File: config.mk
export PLATFORM = sky130hd
export DESIGN_NAME = gate_jump_ctrl
export DESIGN_NICKNAME = d
export VERILOG_FILES = /design/src/rtl/gate_jump_ctrl.sv
export SDC_FILE = /design/constraint.sdc
export NUM_CORES = 1
export LEC_CHECK = 0
export ABC_AREA = 1
export CORE_MARGIN = 2
export CORE_UTILIZATION = 57
export CTS_BUF_LIST = sky130_fd_sc_hd__clkbuf_4
export DETAILED_ROUTE_END_ITERATION = 10
export GPL_ROUTABILITY_DRIVEN = 0
export PLACE_DENSITY = 0.88
export SETUP_SLACK_MARGIN = 0.3
export SYNTH_ARGS = -nofsm -noshare
export SYNTH_HDL_FRONTEND = slang
export SYNTH_SLANG_ARGS = --single-unit
File: constraint.sdc
create_clock -name CLK -period 6.98 [get_ports CLK]
set_clock_uncertainty 0.2 [all_clocks]
set_input_delay 1.396 -clock CLK [delete_from_list [all_inputs] [get_ports CLK]]
set_output_delay 1.396 -clock CLK [all_outputs]
set_load 0.02 [all_outputs]
File: src/rtl/gate_jump_ctrl.sv
// Gate jump controller: latches one of NUM_GATES gate targets on request and steps the frog
// toward it by at most STEP_PX per axis per frame tick. GATE_JUMP_QUEUE_EN adds a one-deep buffer.
module gate_jump_ctrl #(
    parameter int unsigned NUM_GATES = 4,
    parameter int unsigned COORD_W   = 11,
    parameter int unsigned STEP_PX   = 8,
    parameter int unsigned START_X   = 320,
    parameter int unsigned START_Y   = 440,
    localparam int unsigned SEL_W    = $clog2(NUM_GATES)
) (
    input  logic                         CLK,
    input  logic                         RESETn,
    input  logic                         startOfFrame,
    input  logic                         jump_req,
    input  logic [SEL_W-1:0]             gate_sel,
    input  logic [NUM_GATES*COORD_W-1:0] gates_x,
    input  logic [NUM_GATES*COORD_W-1:0] gates_y,
    output logic                         jump_ack,
    output logic                         sel_err,
    output logic                         busy,
    output logic                         landed,
    output logic [COORD_W-1:0]           jumptoX,
    output logic [COORD_W-1:0]           jumptoY,
    output logic [COORD_W-1:0]           posX,
    output logic [COORD_W-1:0]           posY
);

    typedef enum logic [1:0] {StIdle, StMove, StLand} state_t;

    localparam logic [COORD_W:0]   STEP_V   = (COORD_W+1)'(STEP_PX);
    localparam logic [COORD_W-1:0] START_XV = COORD_W'(START_X);
    localparam logic [COORD_W-1:0] START_YV = COORD_W'(START_Y);

    state_t             state;
    logic [COORD_W-1:0] sel_x;
    logic [COORD_W-1:0] sel_y;
    logic [COORD_W-1:0] next_x;
    logic [COORD_W-1:0] next_y;
    logic               sel_ok;
    logic               arrived;

`ifdef GATE_JUMP_QUEUE_EN
    logic               pend_valid;
    logic [COORD_W-1:0] pend_x;
    logic [COORD_W-1:0] pend_y;
`endif

    // Difference taken one bit wider so the clamp never wraps near either coordinate limit.
    function automatic logic [COORD_W-1:0] step_toward(input logic [COORD_W-1:0] pos,
                                                       input logic [COORD_W-1:0] tgt);
        logic [COORD_W:0] diff;
        logic [COORD_W:0] mv;
        diff = (pos < tgt) ? ({1'b0, tgt} - {1'b0, pos}) : ({1'b0, pos} - {1'b0, tgt});
        mv   = (diff > STEP_V) ? STEP_V : diff;
        return (pos < tgt) ? (pos + mv[COORD_W-1:0]) : (pos - mv[COORD_W-1:0]);
    endfunction

    always_comb begin
        sel_x = '0;
        sel_y = '0;
        for (int i = 0; i < int'(NUM_GATES); i++) begin
            if (gate_sel == SEL_W'(i)) begin
                sel_x = gates_x[i*COORD_W +: COORD_W];
                sel_y = gates_y[i*COORD_W +: COORD_W];
            end
        end
    end

    always_comb begin
        sel_ok  = (32'(gate_sel) < NUM_GATES);
        next_x  = step_toward(posX, jumptoX);
        next_y  = step_toward(posY, jumptoY);
        arrived = (posX == jumptoX) && (posY == jumptoY);
    end

    always_ff @(posedge CLK or negedge RESETn) begin
        if (!RESETn) begin
            state    <= StIdle;
            posX     <= START_XV;
            posY     <= START_YV;
            jumptoX  <= START_XV;
            jumptoY  <= START_YV;
            jump_ack <= 1'b0;
            sel_err  <= 1'b0;
            landed   <= 1'b0;
            busy     <= 1'b0;
`ifdef GATE_JUMP_QUEUE_EN
            pend_valid <= 1'b0;
            pend_x     <= '0;
            pend_y     <= '0;
`endif
        end else begin
            jump_ack <= 1'b0;
            sel_err  <= 1'b0;
            landed   <= 1'b0;
            unique case (state)
                StIdle: begin
                    if (jump_req) begin
                        if (sel_ok) begin
                            jumptoX  <= sel_x;
                            jumptoY  <= sel_y;
                            jump_ack <= 1'b1;
                            busy     <= 1'b1;
                            state    <= StMove;
                        end else begin
                            sel_err <= 1'b1;
                        end
                    end
                end
                StMove: begin
                    if (arrived) begin
                        landed <= 1'b1;
                        state  <= StLand;
                    end else if (startOfFrame) begin
                        posX <= next_x;
                        posY <= next_y;
                    end
`ifdef GATE_JUMP_QUEUE_EN
                    if (jump_req && sel_ok && !pend_valid) begin
                        pend_valid <= 1'b1;
                        pend_x     <= sel_x;
                        pend_y     <= sel_y;
                        jump_ack   <= 1'b1;
                    end
`endif
                end
                StLand: begin
`ifdef GATE_JUMP_QUEUE_EN
                    if (pend_valid) begin
                        jumptoX    <= pend_x;
                        jumptoY    <= pend_y;
                        pend_valid <= 1'b0;
                        state      <= StMove;
                    end else if (jump_req && sel_ok) begin
                        // Empty buffer in LAND: load the new target straight away.
                        jumptoX  <= sel_x;
                        jumptoY  <= sel_y;
                        jump_ack <= 1'b1;
                        state    <= StMove;
                    end else begin
                        busy  <= 1'b0;
                        state <= StIdle;
                    end
`else
                    busy  <= 1'b0;
                    state <= StIdle;
`endif
                end
                default: begin
                    busy  <= 1'b0;
                    state <= StIdle;
                end
            endcase
        end
    end

endmodule

# Word level (Yosys, flattened, before mapping)
# Index checks and enable logic that the tools add are counted.
[classes] mux=23 n_eq_ne=8 magnitude_cmp=4 reduce_logical=7 addsub=8 n_bitwise=2
[ops] op="11-bit two-way mux" count=12
[ops] op="11-bit by 11-bit subtractor with 12-bit output" count=4
[ops] op="12-bit by 4-bit > comparator with 1-bit output, second input constant" count=2
[ops] op="12-bit two-way mux" count=2
[ops] op="11-bit adder" count=2
[ops] op="11-bit == test" count=2
[ops] op="11-bit less-than comparator" count=2
[ops] op="11-bit subtractor" count=2
[ops] op="2-bit AND reduction" count=3
[ops] op="1-bit two-way mux" count=5
[ops] op="2-bit by 1-bit == test with 1-bit output, second input constant" count=2
[ops] op="2-bit == test, second input constant" count=2
[ops] op="2-bit logical NOT" count=2
[ops] op="2-bit two-way mux" count=2
[ops] op="2-bit != test, second input constant" count=2
[ops] op="2-bit one-hot mux with 2 select lines" count=1
[ops] op="3-bit AND reduction" count=1
[ops] op="1-bit inverter" count=2
[ops] op="1-bit one-hot mux with 2 select lines" count=1
[ops] op="1-bit logical AND" count=1
[totals] output_inout_bits=48 word_cells=60 inputBits=94 reg_bits=49

# Depth between registers and ports, before layout
[logic_depth] word_depth=6 ltp_mapped=38 depth_no_buf=37

# Least setup slack after synthesis
# Ideal clock, no wire load.
[synth_timing] path_type="register to register" start="register posY[0]" end="register posY[9]" setup_ps=135 stages_incl_launch_ff=33 n_path_buf=0 t_arrival_ps=4331 slack_ps=2314 t_required_ps=6645 synth_period_minus_slack_ps=4666 cell_sequence="dfrtp_1 > inv_1 > ha_1 > inv_1 > fa_1 > nand2_1 > nand3_2 > nand2_2 > nand3_4 > inv_2 > nor2_1 > nor2_1 > nand2_1 > nor2_1 > and2_2 > nand2_2 > nor2_1 > inv_1 > ha_1 > nor2_1 > xor2_1 > inv_1 > ha_1 > nand2_1 > nor2_1 > a211oi_1 > o21ai_0 > a21boi_0 > nor2_1 > o21ai_0 > nand2_1 > xnor2_1 > o21ai_0"
[synth_via] elab_chain_len=6 elab_cells_between_ends=13 classes_between="add/sub: 4; order compare: 2; eq/ne: 1; mux: 3; bitwise: 1; reduce/logical: 2"
[synth_rtl] element="from (decl)" line_no="25" source="output logic [COORD_W-1:0] posY"
[synth_rtl] element="from (signal assigned)" line_no="116" source="posY <= next_y;"
[synth_rtl] element="11-bit by 11-bit subtractor with 12-bit output / 11-bit less-than comparator (equally long branches)" line_no="53, 55"
[synth_rtl] element="12-bit two-way mux" line_no="53" source="diff = (pos < tgt) ? ({1'b0, tgt} - {1'b0, pos}) : ({1'b0, pos} - {1'b0, tgt});"
[synth_rtl] element="12-bit by 4-bit > comparator with 1-bit output" line_no="54" source="mv = (diff > STEP_V) ? STEP_V : diff;"
[synth_rtl] element="11-bit two-way mux" line_no="54"
[synth_rtl] element="11-bit subtractor / 11-bit adder (equally long branches)" line_no="55" source="return (pos < tgt) ? (pos + mv[COORD_W-1:0]) : (pos - mv[COORD_W-1:0]);"
[synth_rtl] element="11-bit two-way mux" line_no="55"
# Several ways; a longest one is shown, not always the timed one.
# A chain may end at the register's enable or synchronous reset.

# Worst setup path in the final report
# Same ends and word-level chain as after synthesis.

==> results.py <==
metrics = {
    "logic_synthesis": {
        "synth_top_area_cell": "nand2_1",
        "synthCells": 1028,
        "ys_ff_latch": 49,
        "synth_top_area_share_pct": 22.0,
        "ys_seq_area_share_pct": 19.7,
        "async_flop_share_pct": 100,
        "post_synth_num_cell_types": 47,
        "synthFlopType": "dfrtp_1",
        "avgSynthCellArea_sq_um": 6.14,
        "ys_top_cells_by_area": "nand2_1 (22%), dfrtp_1 (14%), ha_1 (13%), inv_1 (8.9%), nand3_1 (6.5%)",
        "synth_enable_flop_cells": 0,
        "ys_warn_count": 0,
        "syn-cell-area_sq_mm": 0.00631,
        "synth_nets": 1194,
    },
    "power": {
        "swShare_pct": 56.9,
        "intPower_w": 0.00125,
        "pwr-share-clk_pct": 5.1,
        "p_leak_nw": 3.98,
        "pwr-share-seq_pct": 16.0,
        "p_per_area_mw_per_mm2": 372,
        "p_switching_w": 0.00165,
        "vdd_drop_max_uv": 208,
        "pwr-share-comb_pct": 78.9,
    },
    "clock_tree": {
        "cts_tree": "done",
        "cts_made_buffers": 5,
        "cts_buffer_depth": 2,
        "clock-sinks": 49,
        "clock-root-buffer": "clkbuf_4",
        "cts_resized": 0,
        "clkTransAtPathRegs_ps": 150,
        "cts_setup_buffers": 0,
        "ctsHoldBuffers": 0,
        "ctsHtreeMaxLevel": 2,
        "worstSkewPairLatency_ps": 400,
    },
    "drt": {
        "drc": 0,
        "drtIter0Drc": 524,
        "drt_wl_total_mm": 19.1,
        "wl_per_cell_um": 14.8,
        "dr.pass1.iters": 5,
        "num_vias": 7100,
        "vias_per_cell": 5.50,
        "drtAntennaViolNets": 0,
    },
    "layout": {
        "antenna_cells": 0,
        "syn2layout_area_growth_pct": 23.7,
        "final-seq-area_sq_mm": 0.00124,
        "drive_above_1_share_pct": 4.86,
        "fill_cells": 976,
        "multi_input_area_sq_mm": 0.00431,
        "fin_nets": 1317,
    },
    "floorplan": {
        "die_x_um": 109,
        "ios": 142,
        "fp.dieH_um": 109,
        "core-area_sq_mm": 0.0108,
        "die_area_sq_mm": 0.0119,
        "placementRows": 38,
        "initial_core_util_pct": 58.2,
    },
    "global_route": {
        "grt_max_degree": 50,
        "antenna_found_initial": 0,
        "grt_pass1_wl_mm": 30.9,
        "grt-ovfl-total": 0,
        "grt_pass1_vias": 6527,
        "grtUsageTotal_pct": 33.0,
    },
    "timing": {
        "slew_violations": 0,
        "rsz0062_at_grt": "no",
        "period_share_pct": 82.3,
        "holdWs_ps": 330,
        "max_slew_margin_pct": 26.0,
        "setup_violations": 0,
        "worst_pin_slew_ps": 1110,
        "post-route-min-period_ps": 5740,
        "fmax_mhz": 174,
        "tns_ps": 0,
        "finalHoldViolations": 0,
    },
    "worst_setup_path": {
        "cp-end-kind": "flop",
        "start_kind": "flop",
        "worst-endpoint-arrival_ps": 5790,
        "r2r_end": "posY[9]$_DFFE_PN0P_",
        "rr_startpoint": "posY[0]$_DFFE_PN0P_",
        "crit_required_ps": 7030,
        "cp_slowest_cell": "fa_1",
        "critPathMaxFanout": 19,
        "path_delay_family": "simple AND/OR/NAND/NOR gates",
        "criticalPathCategory": "reg2reg",
        "cp_num_buf_inv": 5,
        "max_stage_delay_ps": 460,
        "rr_worst_depth": 32,
        "cpMostUsedCell": "nor2_1",
        "reg2reg_slack_ps": 1240,
    },
    "job": {
        "maxCapViolCount": 0,
    },
    "hold_path": {
        "hold-path-cell-count": 2,
        "min_from": "busy$_DFFE_PN0P_",
        "holdPathEnd": "busy$_DFFE_PN0P_",
        "min_path_type": "reg2reg",
    },
    "status": {
        "status": "complete, no violations",
    },
    "placed_design": {
        "hpwl_mm": 15.7,
        "io_buffers": 140,
    },
}
==> worst register-to-register path: cells and delay by family, from the launching register on <==
| family | cells | cell delay, ps |
|---|---|---|
| AO/OA/AOI/OAI | 5 | 1060 |
| XOR/XNOR | 2 | 300 |
| adder cells (fa/ha/maj) | 4 | 1140 |
| buffers and inverters | 5 | 650 |
| flip-flops | 1 | 450 |
| AND/OR/NAND/NOR | 16 | 1810 |
==> cell families after synthesis <==
logic type,share of synthesized area [%]
AO/OA/AOI/OAI,12.4
XOR/XNOR,3.33
adder cells (fa/ha/maj),15.0
buffers and inverters,12.0
flip-flops,19.7
other,0.0594
AND/OR/NAND/NOR,37.5
==> registers in the layout (all words and copies together) (netlist names) <==
name / cells
busy: 1
jump_ack: 1
posX: 11
jumptoX: 11
state: 2
posY: 11
landed: 1
jumptoY: 11
==> final cells by class <==
type / count / area share [%]
multi-input combinational: 792 / 55.2
timing repair buffer: 144 / 18.3
sequential: 49 / 15.9
inverter: 159 / 7.65
tap: 140 / 2.24
clock buffer: 7 / 0.673
clock inverter: 1 / 0.0481
==> power groups by stage <==
stage / clock [W] / sequential [W] / combinational, W
final: 0.000148 / 0.000466 / 0.00229
after detailed placement: 0 / 0.000466 / 0.00223
after CTS: 0.000152 / 0.000461 / 0.00224
after global placement: 0 / 0.000465 / 0.00219
after global routing: 0.000163 / 0.000470 / 0.00258
after floorplan: 0 / 0.000490 / 0.00167
==> cells in the mapped netlist (2+ instances only) <==
cell / count
nand2_1: 369
inv_1: 150
nand3_1: 82
nor2_1: 68
ha_1: 66
a21oi_1: 54
o21ai_0: 38
dfrtp_1: 35
xor2_1: 19
a41oi_1: 17
clkbuf_1: 15
nand4_1: 15
dfstp_2: 14
nand2_2: 7
buf_6: 6
fa_1: 6
inv_2: 6
nor2_2: 6
buf_2: 5
o211ai_1: 5
o21bai_1: 5
xnor2_1: 5
clkinv_1: 3
nand3_2: 3
nor3_1: 3
a31oi_1: 2
and2_1: 2
o21a_1: 2
o22ai_1: 2
==> metal layers <==
metal  wire length (um)  vias to the layer above  global-route usage (%)
met5                  0                        -                       0
met1               8130                     3178                    43.4
met2               8900                      348                    55.8
li1                   -                     3522                       -
met3               1580                       52                    5.50
met4                477                        0                    9.58
==> cell usage in the layout (no fill, tap or decap), types with 2 or more instances in the layout <==
master	n
xor2_1	19
nor3_1	3
o22ai_1	2
o211ai_1	5
and2_1	2
inv_1	150
dfstp_2	14
inv_2	6
o21a_1	2
o21ai_0	38
fa_1	6
a41oi_1	17
nand2_2	7
nor2_2	6
xnor2_1	5
nand3_2	3
clkdlybuf4s50_1	139
a21oi_1	54
nand4_1	15
clkinv_1	4
clkbuf_4	7
nand2_1	369
nor2_1	68
o21bai_1	5
nand3_1	82
dfrtp_1	35
a31oi_1	2
ha_1	66
buf_4	4
==> how the worst max path moves through the flow <==
stage	start	to	cells after the start
2_1_floorplan	posY[0]$_DFFE_PN0P_	posY[9]$_DFFE_PN0P_	32
3_3_place_gp	posY[0]$_DFFE_PN0P_	posY[9]$_DFFE_PN0P_	32
3_5_place_dp	posY[0]$_DFFE_PN0P_	posY[9]$_DFFE_PN0P_	32
4_1_cts	posY[0]$_DFFE_PN0P_	posY[9]$_DFFE_PN0P_	32
5_1_grt	posY[0]$_DFFE_PN0P_	posY[9]$_DFFE_PN0P_	32
6_report	posY[0]$_DFFE_PN0P_	posY[9]$_DFFE_PN0P_	32
==> per-stage QoR <==
stage                     instances  utilization (%)  worst slack [ps]  power, W  area (sq um)
after global routing           1292             72.0               711   0.00321          7810
final                          1292             72.0              1240   0.00290          7810
after CTS                      1292             72.0              1320   0.00285          7810
after floorplan                1028                -              2310   0.00216          6310
after detailed placement       1284             71.5              1350   0.00269          7750
after global placement         1284             71.5              1450   0.00266          7750
No activity file was read; power rests on OpenSTA's default activity.
